==> src/rtl/shift_mult_ctrl.sv <==
// Sequencing controller for a shift-and-add multiplier (Moore FSM driving ld/shift/add strobes).
// Optional feature: define SHIFT_MULT_EARLY_TERM_EN to finish as soon as the multiplier register is zero.
module shift_mult_ctrl #(
    parameter int unsigned N_BITS = 16
) (
    input  logic clk,
    input  logic rst,
    input  logic start,
    input  logic lsb_in,
    input  logic mplr_zero,
    output logic ld_mcand,
    output logic ld_mplr,
    output logic shl_mcand,
    output logic shr_mplr,
    output logic acc_clr,
    output logic acc_ld,
    output logic busy,
    output logic done
);

    localparam int unsigned CNT_W = $clog2(N_BITS) + 1;

    typedef enum logic [2:0] {
        IDLE,
        LOAD,
        CHECK,
        ADD,
        SHIFT,
        DONE
    } state_t;

    state_t             state, state_nxt;
    logic [CNT_W-1:0]   cnt, cnt_nxt;
    logic               last_iter;

    assign last_iter = (cnt == CNT_W'(N_BITS - 1));

    always_ff @(posedge clk or negedge rst) begin
        if (!rst) begin
            state <= IDLE;
            cnt   <= '0;
        end else begin
            state <= state_nxt;
            cnt   <= cnt_nxt;
        end
    end

`ifndef SHIFT_MULT_EARLY_TERM_EN
    logic unused_mplr_zero;
    assign unused_mplr_zero = mplr_zero;
`endif

    always_comb begin
        state_nxt = state;
        cnt_nxt   = cnt;
        unique case (state)
            IDLE: begin
                if (start) begin
                    state_nxt = LOAD;
                end
            end
            LOAD: begin
                cnt_nxt   = '0;
                state_nxt = CHECK;
            end
            CHECK: begin
`ifdef SHIFT_MULT_EARLY_TERM_EN
                // Accumulator is never shifted, so a zero multiplier means the product is final.
                if (mplr_zero) begin
                    state_nxt = DONE;
                end else if (lsb_in) begin
                    state_nxt = ADD;
                end else begin
                    state_nxt = SHIFT;
                end
`else
                state_nxt = lsb_in ? ADD : SHIFT;
`endif
            end
            ADD: begin
                state_nxt = SHIFT;
            end
            SHIFT: begin
                cnt_nxt   = cnt + CNT_W'(1);
                state_nxt = last_iter ? DONE : CHECK;
            end
            DONE: begin
                if (!start) begin
                    state_nxt = IDLE;
                end
            end
            default: begin
                state_nxt = IDLE;
            end
        endcase
    end

    always_comb begin
        ld_mcand  = 1'b0;
        ld_mplr   = 1'b0;
        shl_mcand = 1'b0;
        shr_mplr  = 1'b0;
        acc_clr   = 1'b0;
        acc_ld    = 1'b0;
        busy      = 1'b0;
        done      = 1'b0;
        unique case (state)
            IDLE: ;
            LOAD: begin
                ld_mcand = 1'b1;
                ld_mplr  = 1'b1;
                acc_clr  = 1'b1;
                busy     = 1'b1;
            end
            CHECK: begin
                busy = 1'b1;
            end
            ADD: begin
                acc_ld = 1'b1;
                busy   = 1'b1;
            end
            SHIFT: begin
                shl_mcand = 1'b1;
                shr_mplr  = 1'b1;
                busy      = 1'b1;
            end
            DONE: begin
                done = 1'b1;
            end
            default: ;
        endcase
    end

endmodule

==> config.mk <==
export PLATFORM = sky130hd
export DESIGN_NAME = shift_mult_ctrl
export DESIGN_NICKNAME = d
export VERILOG_FILES = /design/src/rtl/shift_mult_ctrl.sv
export SDC_FILE = /design/constraint.sdc
export NUM_CORES = 1
export LEC_CHECK = 0
export BUFFER_PORTS_ARGS = -buffer_cell sky130_fd_sc_hd__buf_2
export CAP_MARGIN = 20
export CORE_AREA = 2 2 39 41
export DETAILED_ROUTE_END_ITERATION = 8
export DIE_AREA = 0 0 41 43
export PLACE_DENSITY_LB_ADDON = 0.08
export SLEW_MARGIN = 20
export SYNTH_ARGS = -nofsm -noshare
export SYNTH_HDL_FRONTEND = slang
export SYNTH_SLANG_ARGS = --single-unit
export TNS_END_PERCENT = 100
==> constraint.sdc <==
create_clock -name clk -period 1.9 [get_ports clk]
set_input_delay 0.57 -clock clk [delete_from_list [all_inputs] [get_ports clk]]
set_output_delay 0.57 -clock clk [all_outputs]
set_load 0.05 [all_outputs]
# Word-level counts from Yosys, hierarchy flattened
# Index checks and enable logic that the tools add are counted.
# word_totals
output_inout_bits	8
in_bits	5
elab_cells	26
reg_bits	8
# op_classes
n_eq_ne	8
add_sub_neg	1
reduce_logical	4
mux	11
# ops
operator	n
$pmux W3 S6	1
$mux W3	4
$pmux W5 S2	1
$eq A3 B2 Y1 const B	2
$eq A3 B3 Y1 const B	2
$add A5 B1 Y5 const B	1
$eq A5 B4 Y1 const B	1
$mux W1	5
$ne A2 B2 Y1 const B	2
$reduce_or A4 Y1	1
$eq A3 B1 Y1 const B	1
$logic_not A3 Y1	1
$reduce_and A2 Y1	1
$reduce_bool A2 Y1	1

# Logic depth before layout (Yosys ltp)
# Gate-level depths: netlist of run 1.
# logic_depth
ltp_word	3
depth_mapped	6
mapped_depth_nobuf	6

# Least setup slack after synthesis of run 1
# No wires, ideal clock.
# synth_timing
kind	register -> output
from	reg state[0]
to	out busy
arrival_ns	1.394
required_time_ns	1.330
setup_slack_ns	-0.064
stages_incl_launch_ff	4
path_buffers	1
cell_sequence	dfrtp_1 -> buf_2 -> nor2_1 -> xnor2_1
# synth_between
elab_chain_len	3
word_cells_on_any_way	6
classes_between	4 x eq/ne; 1 x mux; 1 x reduce/logical
# synth_lines
item	line	rtl
from (decl)	32	state_t state, state_nxt;
from (signal assigned)	43	state <= state_nxt;
$eq A3 B3 Y1 (tied with other cells)	107	unique case (state)
$reduce_or A4 Y1 (no line) *	-	
$mux W1 *	107	
to (decl)	17	output logic busy,
# Every way passes the cells marked *; elsewhere a longest branch is shown, timed or not.

# Worst setup path in the final report of run 1
# layout_timing
from	reg state[1]
to	out done
# layout_between
elab_chain_len	2
# layout_lines
item	line	rtl
$eq A3 B3 Y1	107	
$mux W1	107	
to (decl)	18	output logic done
# Every way passes these cells.

==> results of run 1 <==
## through the flow
stage / hold WS, ps / setup WS, ps / area, µm²
after floorplan: 274.4 / -55.59 / 528.0
after global placement: 425.9 / 175.0 / 579.3
after detailed placement: 421.3 / 180.5 / 579.3
after CTS: 153.8 / -22.87 / 608.1
after global routing: 146.2 / -7.396 / 631.9
final: 155.1 / 68.80 / 631.9
## layout make-up
cell class	instances	area, µm²
Sequential cell	8	202.7
Timing Repair Buffer	15	102.6
Multi-Input combinational cell	34	267.8
Fill cell	139	752.0
Clock buffer	3	22.52
Tap cell	16	20.02
Inverter	3	16.27
## synth_stat cells, drive strengths merged, types with 2 or more instances
| master | n | share of area, % |
|---|---|---|
| nand2 | 4 | 2.9 |
| dfrtp | 8 | 38 |
| nor2b | 2 | 3.8 |
| nand2b | 2 | 3.8 |
| a22o | 2 | 3.4 |
| xnor2 | 2 | 3.4 |
| o21ai | 3 | 2.9 |
| inv | 3 | 3.1 |
| buf | 6 | 8.9 |
| mux2i | 2 | 3.8 |
| ha | 2 | 4.8 |
| and3 | 2 | 2.4 |
| nor2 | 3 | 2.6 |
## worst max-delay path: cells and delay by family (launching register included)
kind | cells | cell delay [ps]
AND/OR/NAND/NOR | 2 | 320
buffers and inverters | 1 | 220
flip-flops | 1 | 470
## power by group through the flow
| stage | clock network (mW) | logic, mW | registers, mW |
|---|---|---|---|
| 5_1_grt | 0.147 | 0.798 | 0.312 |
| 3_5_place_dp | 0 | 0.691 | 0.300 |
| 4_1_cts | 0.131 | 0.702 | 0.299 |
| 6_report | 0.125 | 0.737 | 0.304 |
| 2_1_floorplan | 0 | 0.666 | 0.240 |
| 3_3_place_gp | 0 | 0.698 | 0.301 |
## per-layer routing
| metal | GRT usage (%) | part of all wire [%] |
|---|---|---|
| met5 | 0 | 0 |
| met4 | 4.000 | 0 |
| met3 | 4.712 | 4.7 |
| met2 | 15.94 | 42 |
| met1 | 17.28 | 53 |
## final timing paths
path | start | end | slack (ps) | cells past startpoint
setup / recovery | state[1] | done | 70 | 3
hold / removal | rst | state[2] | 160 | 1
setup reg to reg | cnt[0] | state[2] | 340 | 6
hold reg to reg | cnt[4] | cnt[4] | 490 | 1
max in group asynchronous | rst | state[0] | 1570 | 1
min in group clk | cnt[4] | cnt[4] | 490 | 1
## timing repair
item | 4_1_cts | 5_1_grt
setup buffers | 0 | 1
endpoints found under the setup margin | 6 | 6
hold buffers | 0 | 0
gates resized for setup | 3 | 7
## placed cells by master, fill, tap and decap left out, types with 3 or more instances in the layout
cell	count
sky130_fd_sc_hd__buf_4	6
sky130_fd_sc_hd__nand2_1	4
sky130_fd_sc_hd__dfrtp_1	6
sky130_fd_sc_hd__o21ai_0	3
sky130_fd_sc_hd__clkbuf_4	8
sky130_fd_sc_hd__buf_2	4
## cell families after synthesis
logic type	Yosys count	share of synthesized area, %
flops	8	38.46
xor+xnor	2	3.366
buf+inv	9	12.02
mux	3	6.010
simple gates	18	24.04
fa+ha+maj	2	4.807
compound gates	9	11.30
## sequential cells by signal, indices dropped and copies added (netlist names)
signal / count
state: 3
cnt: 5
==> results.txt, run 1 <==
----------------------------------------------------
[Final layout]
  Number of nets in the layout ... 72
  Core Util, Final ... 45.66%
  Layout cells sized above 1 ... 44.44%
  Syn-to-layout area delta ... 21.39%
  ANT cells ... 0
  Post-layout instance count excluding filler cells ... 79

[Synthesis]
  Mean cell area of the mapped netlist ... 10.21 µm²
  Most used DFF post-synth ... sky130_fd_sc_hd__dfrtp_1
  Yosys reg bits ... 8
  Area of the mapped netlist ... 520.5 µm²
  Number of synthesized flops with an enable pin ... 0
  Seq/Total Area, Yosys ... 38.46%
  Fraction of registers with async set or reset after synthesis ... 100.0%
  Number of warnings reported in the yosys synthesis log ... 0
  Post-synth net total ... 58
  Cells after Synth ... 51
  Post-synthesis cell type count ... 29

[Clock tree]
  TritonCTS buffer count ... 3
  Clock transition time at the flip-flop clock pins of the worst setup and hold paths ... 50 ps
  Library cell used as clock root buffer ... sky130_fd_sc_hd__clkbuf_4
  H-tree levels ... 1
  Clock tree from TritonCTS ... done
  Clk_lat worst skew ... 240 ps
  Clock Sink Count ... 8
  Bufs on Longest Clock Path ... 2

[Floorplanning]
  Placement row count ... 14
  Area of the core ... 1384 µm²
  Initial core utilization ... 37.61%
  Io pins ... 13
  Horizontal die dimension ... 41 µm
  Die Area ... 1763 µm²
  Overall die height ... 43 µm

[Global routing]
  Antenna violations before repair ... 0
  Overall fraction of global-route tracks in use ... 11.97%
  First-pass GRT wire length ... 1414 µm
  GR Overflow Total ... 0
  Pin count of the biggest net entering global routing ... 9
  Number of global-route vias before repair ... 333

[Critical path]
  Crit end category ... output port
  Critical path data arrival time ... 1260 ps
  Slowest stage cell, crit path ... sky130_fd_sc_hd__dfrtp_1
  Slowest stage delay, CP ... 470 ps
  Start-to-end type of the worst setup path ... flop to output port
  CP cell instances ... nor2b_4 > and2_1 > clkbuf_4
  Endpoint required time on the critical path ... 1330 ps
  Critical path launch point type ... flop
  Highest net fanout along the worst path ... 5

[Power]
  Clk network pwr share ... 10.7%
  Power Total ... 1.165 mW
  Sw power ... 0.5888 mW
  Part of the total power dissipated in combinational logic ... 63.2%
  Largest voltage drop on the vdd net ... 0.6757 mV
  Switching fraction of total power ... 50.52%
  Sequential fraction of design power ... 26.1%
  Leak Pwr ... 0.3098 nW
  PwrDens ... 1844 nW/µm²
  Cell-internal power ... 0.5766 mW

[Timing]
  Setup-failing EPs final ... 0
  Sum of negative setup slack ... 0 ps
  Final Max Slew Viols ... 0
  Final-report hold violation count ... 0
  Worst clock skew ... 1.700 ps
  Fmax ... 546.1 MHz
  Relative max-transition margin ... 80.39%
  Period Utilization, post-route ... 96.38%
  RSZ-0062 raised after global routing ... yes
  Slew at the pin with the worst max-slew slack ... 294.2 ps
  Post-layout minimum cycle time ... 1831 ps

[Min path]
  Kind of path behind the tightest hold check ... input port to async pin

[Placed design]
  Post-placement cell count ... 75
  Port Buf Inserts ... 11
  Post-detail-place hpwl ... 665.3 µm
  Global placement routability congestion ... 0.7457

[Route]
  Total number of vias ... 379
  Post-DRT Antenna Nets ... 0
  Routed WL per cell ... 10.53 µm
  Count of unresolved DRC violations after routing ... 0
  Average vias per placed instance ... 4.797
  Count of routing violations after the opening detailed-route iteration ... 2
  Length of the first detailed-routing pass in iterations ... 4
  Post-Route WL ... 832 µm

[Flow run]
  # Max-Cap Violations ... 0

[Run status]
  Status ... completed

----------------------------------------------------
Note: power is estimated with default switching activity, not from simulation.
==> inputs of run 2 (changes only) <==
==> constraint.sdc (replaced) <==
create_clock -name clk -period 2.05 [get_ports clk]
set_input_delay 0.615 -clock clk [delete_from_list [all_inputs] [get_ports clk]]
set_output_delay 0.615 -clock clk [all_outputs]
set_load 0.05 [all_outputs]
==> results.txt, run 2 (same netlist as run 1, synthesis figures left out) <==
----------------------------------------------------
[Global routing]
  Overall fraction of global-route tracks in use ... 13.17% (was 11.97%)
  Number of global-route vias before repair ... 329 (was 333)
  First-pass GRT wire length ... 1469 µm (was 1414 µm)
  Pin count of the biggest net entering global routing ... 11 (was 9)
  Antenna violations before repair ... 0 (unchanged)
  GR Overflow Total ... 0 (unchanged)

[Clock tree]
  Clk_lat worst skew ... 250 ps (was 240 ps)
  Library cell used as clock root buffer ... sky130_fd_sc_hd__clkbuf_4 (unchanged)
  Bufs on Longest Clock Path ... 2 (unchanged)
  Clock transition time at the flip-flop clock pins of the worst setup and hold paths ... 50 ps (about the same)
  Clock tree from TritonCTS ... done (unchanged)
  Clock Sink Count ... 8 (unchanged)
  TritonCTS buffer count ... 3 (unchanged)
  H-tree levels ... 1 (unchanged)
  Hold-fix buffers at CTS ... 0 (unchanged)

[Timing]
  RSZ-0062 raised after global routing ... yes (unchanged)
  Setup-failing EPs final ... 0 (unchanged)
  Worst clock skew ... 2.863 ps (was 1.700 ps)
  Relative max-transition margin ... 82.57% (was 80.39%)
  Slew at the pin with the worst max-slew slack ... 257.9 ps (was 294.2 ps)
  Post-layout minimum cycle time ... 1983 ps
  Final Max Slew Viols ... 0 (unchanged)
  Fmax ... 504.3 MHz
  Final-report hold violation count ... 0 (unchanged)
  Period Utilization, post-route ... 96.74%
  Sum of negative setup slack ... 0 ps (unchanged)

[Route]
  Total number of vias ... 380 (was 379)
  Routed WL per cell ... 11.83 µm (was 10.53 µm)
  Average vias per placed instance ... 4.935 (was 4.797)
  Post-Route WL ... 911 µm (was 832 µm)
  Count of unresolved DRC violations after routing ... 0 (unchanged)
  Length of the first detailed-routing pass in iterations ... 4 (unchanged)
  Post-DRT Antenna Nets ... 0 (unchanged)
  Count of routing violations after the opening detailed-route iteration ... 4 (was 2)

[Power]
  Power Total ... 1.014 mW (was 1.165 mW)
  Largest voltage drop on the vdd net ... 0.9115 mV (was 0.6757 mV)
  PwrDens ... 1699 nW/µm² (was 1844 nW/µm²)
  Leak Pwr ... 0.2941 nW (was 0.3098 nW)

[Final layout]
  Layout cells sized above 1 ... 39.34% (was 44.44%)
  Number of nets in the layout ... 70 (was 72)
  Fill cells ... 152 (was 139)
  Syn-to-layout area delta ... 14.66% (was 21.39%)
  Commonest non-fill, non-tap cell in the layout ... sky130_fd_sc_hd__buf_2 (was sky130_fd_sc_hd__clkbuf_4)
  Post-route cell area ... 596.8 µm² (was 631.9 µm²)
  ANT cells ... 0 (unchanged)
  Largest regs ... cnt (5), state (3) (unchanged)
  Largest register FFs ... 5 (unchanged)
  Highest-count cells in the layout ignoring fill and taps ... sky130_fd_sc_hd__buf_2, sky130_fd_sc_hd__clkbuf_4, sky130_fd_sc_hd__dfrtp_1 (was sky130_fd_sc_hd__clkbuf_4, sky130_fd_sc_hd__dfrtp_1, sky130_fd_sc_hd__buf_4)
  FF+latch area ... 202.7 µm² (unchanged)
  Multi-input logic area ... 257.7 µm² (was 267.8 µm²)
  Largest Register ... cnt (unchanged)

[Critical path]
  Crit end category ... output port (unchanged)
  Slowest stage delay, CP ... 440 ps (was 470 ps)
  CP cell instances ... buf_4 > nand2b_4 > inv_6 > buf_2 (was nor2b_4 > and2_1 > clkbuf_4)
  Capture instance of the worst register-to-register path ... state[2] (unchanged)
  Slowest stage cell, crit path ... sky130_fd_sc_hd__dfrtp_1 (unchanged)
  R2R setup slack ... 470 ps (was 340 ps)
  Count of buffer and inverter cells on the critical path ... 3 (was 1)
  Critical path data arrival time ... 1370 ps (was 1260 ps)
  Reg2reg start ... cnt[0] (unchanged)
  Critical path launch point type ... flop (unchanged)
  Worst Reg2Reg Path Length in Cells ... 6 (unchanged)
  Dominant delay contributor by cell family on the critical path ... buffers and inverters (was flip-flops)
  Endpoint required time on the critical path ... 1430 ps (was 1330 ps)
  Highest net fanout along the worst path ... 7 (was 5)
  Start-to-end type of the worst setup path ... flop to output port (unchanged)

[Floorplanning]
  Io pins ... 13 (unchanged)
  Area of the core ... 1384 µm² (unchanged)
  Overall die height ... 43 µm (unchanged)
  Placement row count ... 14 (unchanged)
  Horizontal die dimension ... 41 µm (unchanged)
  Initial core utilization ... 37.61% (unchanged)
  Die Area ... 1763 µm² (unchanged)

[Run status]
  Status ... completed (unchanged)

[Placed design]
  Dpl cell area ... 556.8 µm² (was 579.3 µm²)
  Post-detail-place hpwl ... 691 µm (was 665.3 µm)
  Global placement routability congestion ... 0.6309 (was 0.7457)
  Port Buf Inserts ... 11 (unchanged)

[Flow run]
  # Max-Cap Violations ... 0 (unchanged)

[Min path]
  Kind of path behind the tightest hold check ... input port to async pin (unchanged)

----------------------------------------------------
-- run 2: cell count changes in the layout (fill, tap and decap cells not counted), sizes merged --
cell / before / now
clkbuf: 8 / 6
-- run 2: worst max path at each step --
| stage | startpoint | end | depth (start not counted) |
|---|---|---|---|
| finish | state[0] | shl_mcand | 4 |
| global route | state[0] | shl_mcand | 4 |
| CTS | state[1] | ld_mcand | 2 |
| detailed placement | state[2] | shl_mcand | 4 |
| global placement | state[2] | shl_mcand | 4 |
| floorplan | state[0] | busy | 3 |
-- run 2: through the flow --
| stage | util [%] | instances | hold slack [ps] | setup WS [ps] |
|---|---|---|---|---|
| floorplan | - | 51 | 319.4 | 41.36 |
| global placement | 40.24 | 73 | 469.5 | 258.9 |
| detailed placement | 40.24 | 73 | 466.4 | 257.0 |
| CTS | 41.95 | 76 | 193.5 | -5.403 |
| global route | 43.13 | 77 | 193.4 | -13.64 |
| finish | 43.13 | 77 | 198.8 | 66.92 |
-- run 2: routing by layer --
layer	track usage, %	wire length [µm]	up-vias
li1	-	-	195
met4	12.00	10	0
met1	16.56	443	172
met2	17.50	410	11
met3	3.141	47	2
met5	0	0	-
-- run 2: layout make-up --
class	count	share of cell area, %
multi-input combinational	34	43.19
clock buffer	3	3.774
tap	16	3.354
sequential	8	33.96
inverter	3	2.725
timing repair buffer	13	13.00
-- run 2: repair_timing --
action                                  in CTS  in global routing
endpoints found under the setup margin       5                  6
buffers inserted                             0                  1
cloned                                       0                  0
pin swaps                                    0                  1
resized for setup                            1                  4
-- run 2: report_power, final --
part	switching (mW)	internal (mW)
clock network	0.0489	0.0667
logic	0.396	0.210
registers	0.0895	0.203
total	0.534	0.480
==> inputs of run 3 (changes only) <==
--- a/config.mk
+++ b/config.mk
@@ -5,7 +5,7 @@
 export SDC_FILE = /design/constraint.sdc
 export NUM_CORES = 1
 export LEC_CHECK = 0
-export BUFFER_PORTS_ARGS = -buffer_cell sky130_fd_sc_hd__buf_2
+export BUFFER_PORTS_ARGS = -buffer_cell sky130_fd_sc_hd__clkbuf_2
 export CAP_MARGIN = 20
 export CORE_AREA = 2 2 39 41
 export DETAILED_ROUTE_END_ITERATION = 8
==> results.txt, run 3 (same netlist as run 1, synthesis figures left out) <==
----------------------------------------------------
[Final layout]
  Number of nets in the layout ... 69 (was 70)
  ANT cells ... 0 (unchanged)
  Post-route cell area ... 589.3 µm² (was 596.8 µm²)
  Highest-count cells in the layout ignoring fill and taps ... sky130_fd_sc_hd__clkbuf_4, sky130_fd_sc_hd__dfrtp_1, sky130_fd_sc_hd__clkbuf_2 (was sky130_fd_sc_hd__buf_2, sky130_fd_sc_hd__clkbuf_4, sky130_fd_sc_hd__dfrtp_1)
  Fill cells ... 141 (was 152)
  Largest regs ... cnt (5), state (3) (unchanged)
  Core Util, Final ... 42.59% (was 43.13%)
  Largest register FFs ... 5 (unchanged)
  Syn-to-layout area delta ... 13.22% (was 14.66%)
  Largest Register ... cnt (unchanged)
  Post-layout instance count excluding filler cells ... 76 (was 77)
  Layout cells sized above 1 ... 38.33% (was 39.34%)

[Global routing]
  Antenna violations before repair ... 0 (unchanged)
  GR Overflow Total ... 0 (unchanged)
  Overall fraction of global-route tracks in use ... 13.17% (unchanged)
  First-pass GRT wire length ... 1449 µm (was 1469 µm)
  Number of global-route vias before repair ... 324 (was 329)
  Pin count of the biggest net entering global routing ... 11 (unchanged)

[Timing]
  Relative max-transition margin ... 80.29% (was 82.57%)
  Final-report hold violation count ... 0 (unchanged)
  Worst clock skew ... 4.494 ps (was 2.863 ps)
  Post-layout minimum cycle time ... 1980 ps (was 1983 ps)
  Post-layout worst setup margin ... 69.69 ps (was 66.92 ps)
  Slew at the pin with the worst max-slew slack ... 291.6 ps (was 257.9 ps)
  RSZ-0062 raised after global routing ... no (was yes)
  Hold_ws ... 202.2 ps (was 198.8 ps)
  Setup-failing EPs final ... 0 (unchanged)
  Fmax ... 505.0 MHz (was 504.3 MHz)
  Sum of negative setup slack ... 0 ps (unchanged)
  Final Max Slew Viols ... 0 (unchanged)
  Period Utilization, post-route ... 96.60% (was 96.74%)

[Power]
  Leak Pwr ... 0.2881 nW (was 0.2941 nW)
  Sequential fraction of design power ... 29.1% (was 28.9%)
  Cell-internal power ... 0.4692 mW (was 0.4800 mW)
  PwrDens ... 1697 nW/µm² (was 1699 nW/µm²)
  Switching fraction of total power ... 53.09% (was 52.67%)
  Clk network pwr share ... 11.6% (was 11.4%)
  Power Total ... 1.000 mW (was 1.014 mW)
  Sw power ... 0.5310 mW (was 0.5341 mW)
  Largest voltage drop on the vdd net ... 0.9163 mV (was 0.9115 mV)
  Part of the total power dissipated in combinational logic ... 59.3% (was 59.7%)

[Route]
  Post-Route WL ... 879 µm (was 911 µm)
  Total number of vias ... 371 (was 380)
  Length of the first detailed-routing pass in iterations ... 4 (unchanged)
  Count of unresolved DRC violations after routing ... 0 (unchanged)
  Routed WL per cell ... 11.57 µm (was 11.83 µm)
  Average vias per placed instance ... 4.882 (was 4.935)
  Post-DRT Antenna Nets ... 0 (unchanged)
  Count of routing violations after the opening detailed-route iteration ... 3 (was 4)

[Critical path]
  Slowest stage delay, CP ... 440 ps (about the same)
  Crit end category ... output port (unchanged)
  Critical path data arrival time ... 1370 ps (about the same)
  Capture instance of the worst register-to-register path ... state[2] (unchanged)
  Endpoint required time on the critical path ... 1430 ps (about the same)
  Slowest stage cell, crit path ... sky130_fd_sc_hd__dfrtp_1 (unchanged)
  Highest net fanout along the worst path ... 7 (unchanged)
  CP cell instances ... buf_4 > nand2b_4 > inv_6 > buf_2 (unchanged)
  R2R setup slack ... 480 ps (was 470 ps)
  Count of buffer and inverter cells on the critical path ... 3 (unchanged)
  Critical path launch point type ... flop (unchanged)
  Dominant delay contributor by cell family on the critical path ... buffers and inverters (unchanged)
  Reg2reg start ... cnt[0] (unchanged)
  Worst Reg2Reg Path Length in Cells ... 6 (unchanged)
  Start-to-end type of the worst setup path ... flop to output port (unchanged)

[Floorplanning]
  Io pins ... 13 (unchanged)
  Initial core utilization ... 37.61% (unchanged)
  Overall die height ... 43 µm (unchanged)
  Area of the core ... 1384 µm² (unchanged)
  Die Area ... 1763 µm² (unchanged)
  Placement row count ... 14 (unchanged)
  Horizontal die dimension ... 41 µm (unchanged)

[Clock tree]
  Bufs on Longest Clock Path ... 2 (unchanged)
  Number of setup buffers added after CTS ... 0 (unchanged)
  H-tree levels ... 1 (unchanged)
  TritonCTS buffer count ... 3 (unchanged)
  Clk_lat worst skew ... 250 ps (about the same)
  Clock Sink Count ... 8 (unchanged)
  Hold-fix buffers at CTS ... 0 (unchanged)
  Library cell used as clock root buffer ... sky130_fd_sc_hd__clkbuf_4 (unchanged)
  Clock transition time at the flip-flop clock pins of the worst setup and hold paths ... 50 ps (about the same)
  Clock tree from TritonCTS ... done (unchanged)

[Min path]
  Kind of path behind the tightest hold check ... input port to async pin (unchanged)

[Placed design]
  Worst-case setup slack after placement ... 243.4 ps (was 257.0 ps)
  Post-placement cell count ... 73 (unchanged)
  Global placement routability congestion ... 0.6318 (was 0.6309)
  Port Buf Inserts ... 11 (unchanged)
  Post-detail-place hpwl ... 681.2 µm (was 691 µm)
  Dpl cell area ... 556.8 µm² (unchanged)

[Run status]
  Status ... completed (unchanged)

[Flow run]
  # Max-Cap Violations ... 0 (unchanged)

----------------------------------------------------
## run 3: cell count changes in the layout (fill, tap and decap cells not counted), sizes merged
cell    previous run  this run
clkbuf             6        12
buf               10         3
## run 3: area by class of cell
class | count | area, µm² | share of cell area, %
clock buffers | 3 | 22.52 | 3.822
inverters | 3 | 16.27 | 2.760
multi-input cells | 34 | 257.7 | 43.74
flip-flops and latches | 8 | 202.7 | 34.39
well taps | 16 | 20.02 | 3.397
repair buffers | 12 | 70.07 | 11.89
## run 3: how the worst max path moves through the flow
stage | from | slack [ps] | cells past startpoint | to
6_report | state[0] | 70 | 4 | shl_mcand
5_1_grt | state[1] | 5 | 2 | ld_mcand
4_1_cts | state[0] | 30 | 4 | shl_mcand
3_5_place_dp | state[1] | 240 | 2 | ld_mcand
3_3_place_gp | state[2] | 240 | 4 | shl_mcand
2_1_floorplan | state[0] | 40 | 3 | busy
## run 3: power by group through the flow
stage          logic (mW)  clock network [mW]  registers, mW
4_1_cts             0.599               0.125          0.293
6_report            0.593               0.117          0.291
2_1_floorplan       0.598                   0          0.223
3_5_place_dp        0.586                   0          0.291
3_3_place_gp        0.583                   0          0.292
5_1_grt             0.647               0.136          0.302
## run 3: per-layer routing
layer	GRT usage [%]	share of wire (%)	vias to the layer above
met5	0	0	-
li1	-	-	192
met1	16.23	46	166
met4	12.00	1.1	0
met3	3.141	6.3	2
met2	17.81	47	11
## run 3: worst reg2reg max path, stage by stage (launching register included)
cell and delay, ps:
sky130_fd_sc_hd__dfrtp_1 420, sky130_fd_sc_hd__ha_1 230, sky130_fd_sc_hd__and3_1 190, sky130_fd_sc_hd__ha_1 200
sky130_fd_sc_hd__mux2_2 260, sky130_fd_sc_hd__nand2_1 90, sky130_fd_sc_hd__o21ai_0 80
## run 3: timing repair
item                                    CTS  global route
gates resized for setup                   5             2
endpoints found under the setup margin    5             2
endpoints found under the hold margin     0             0
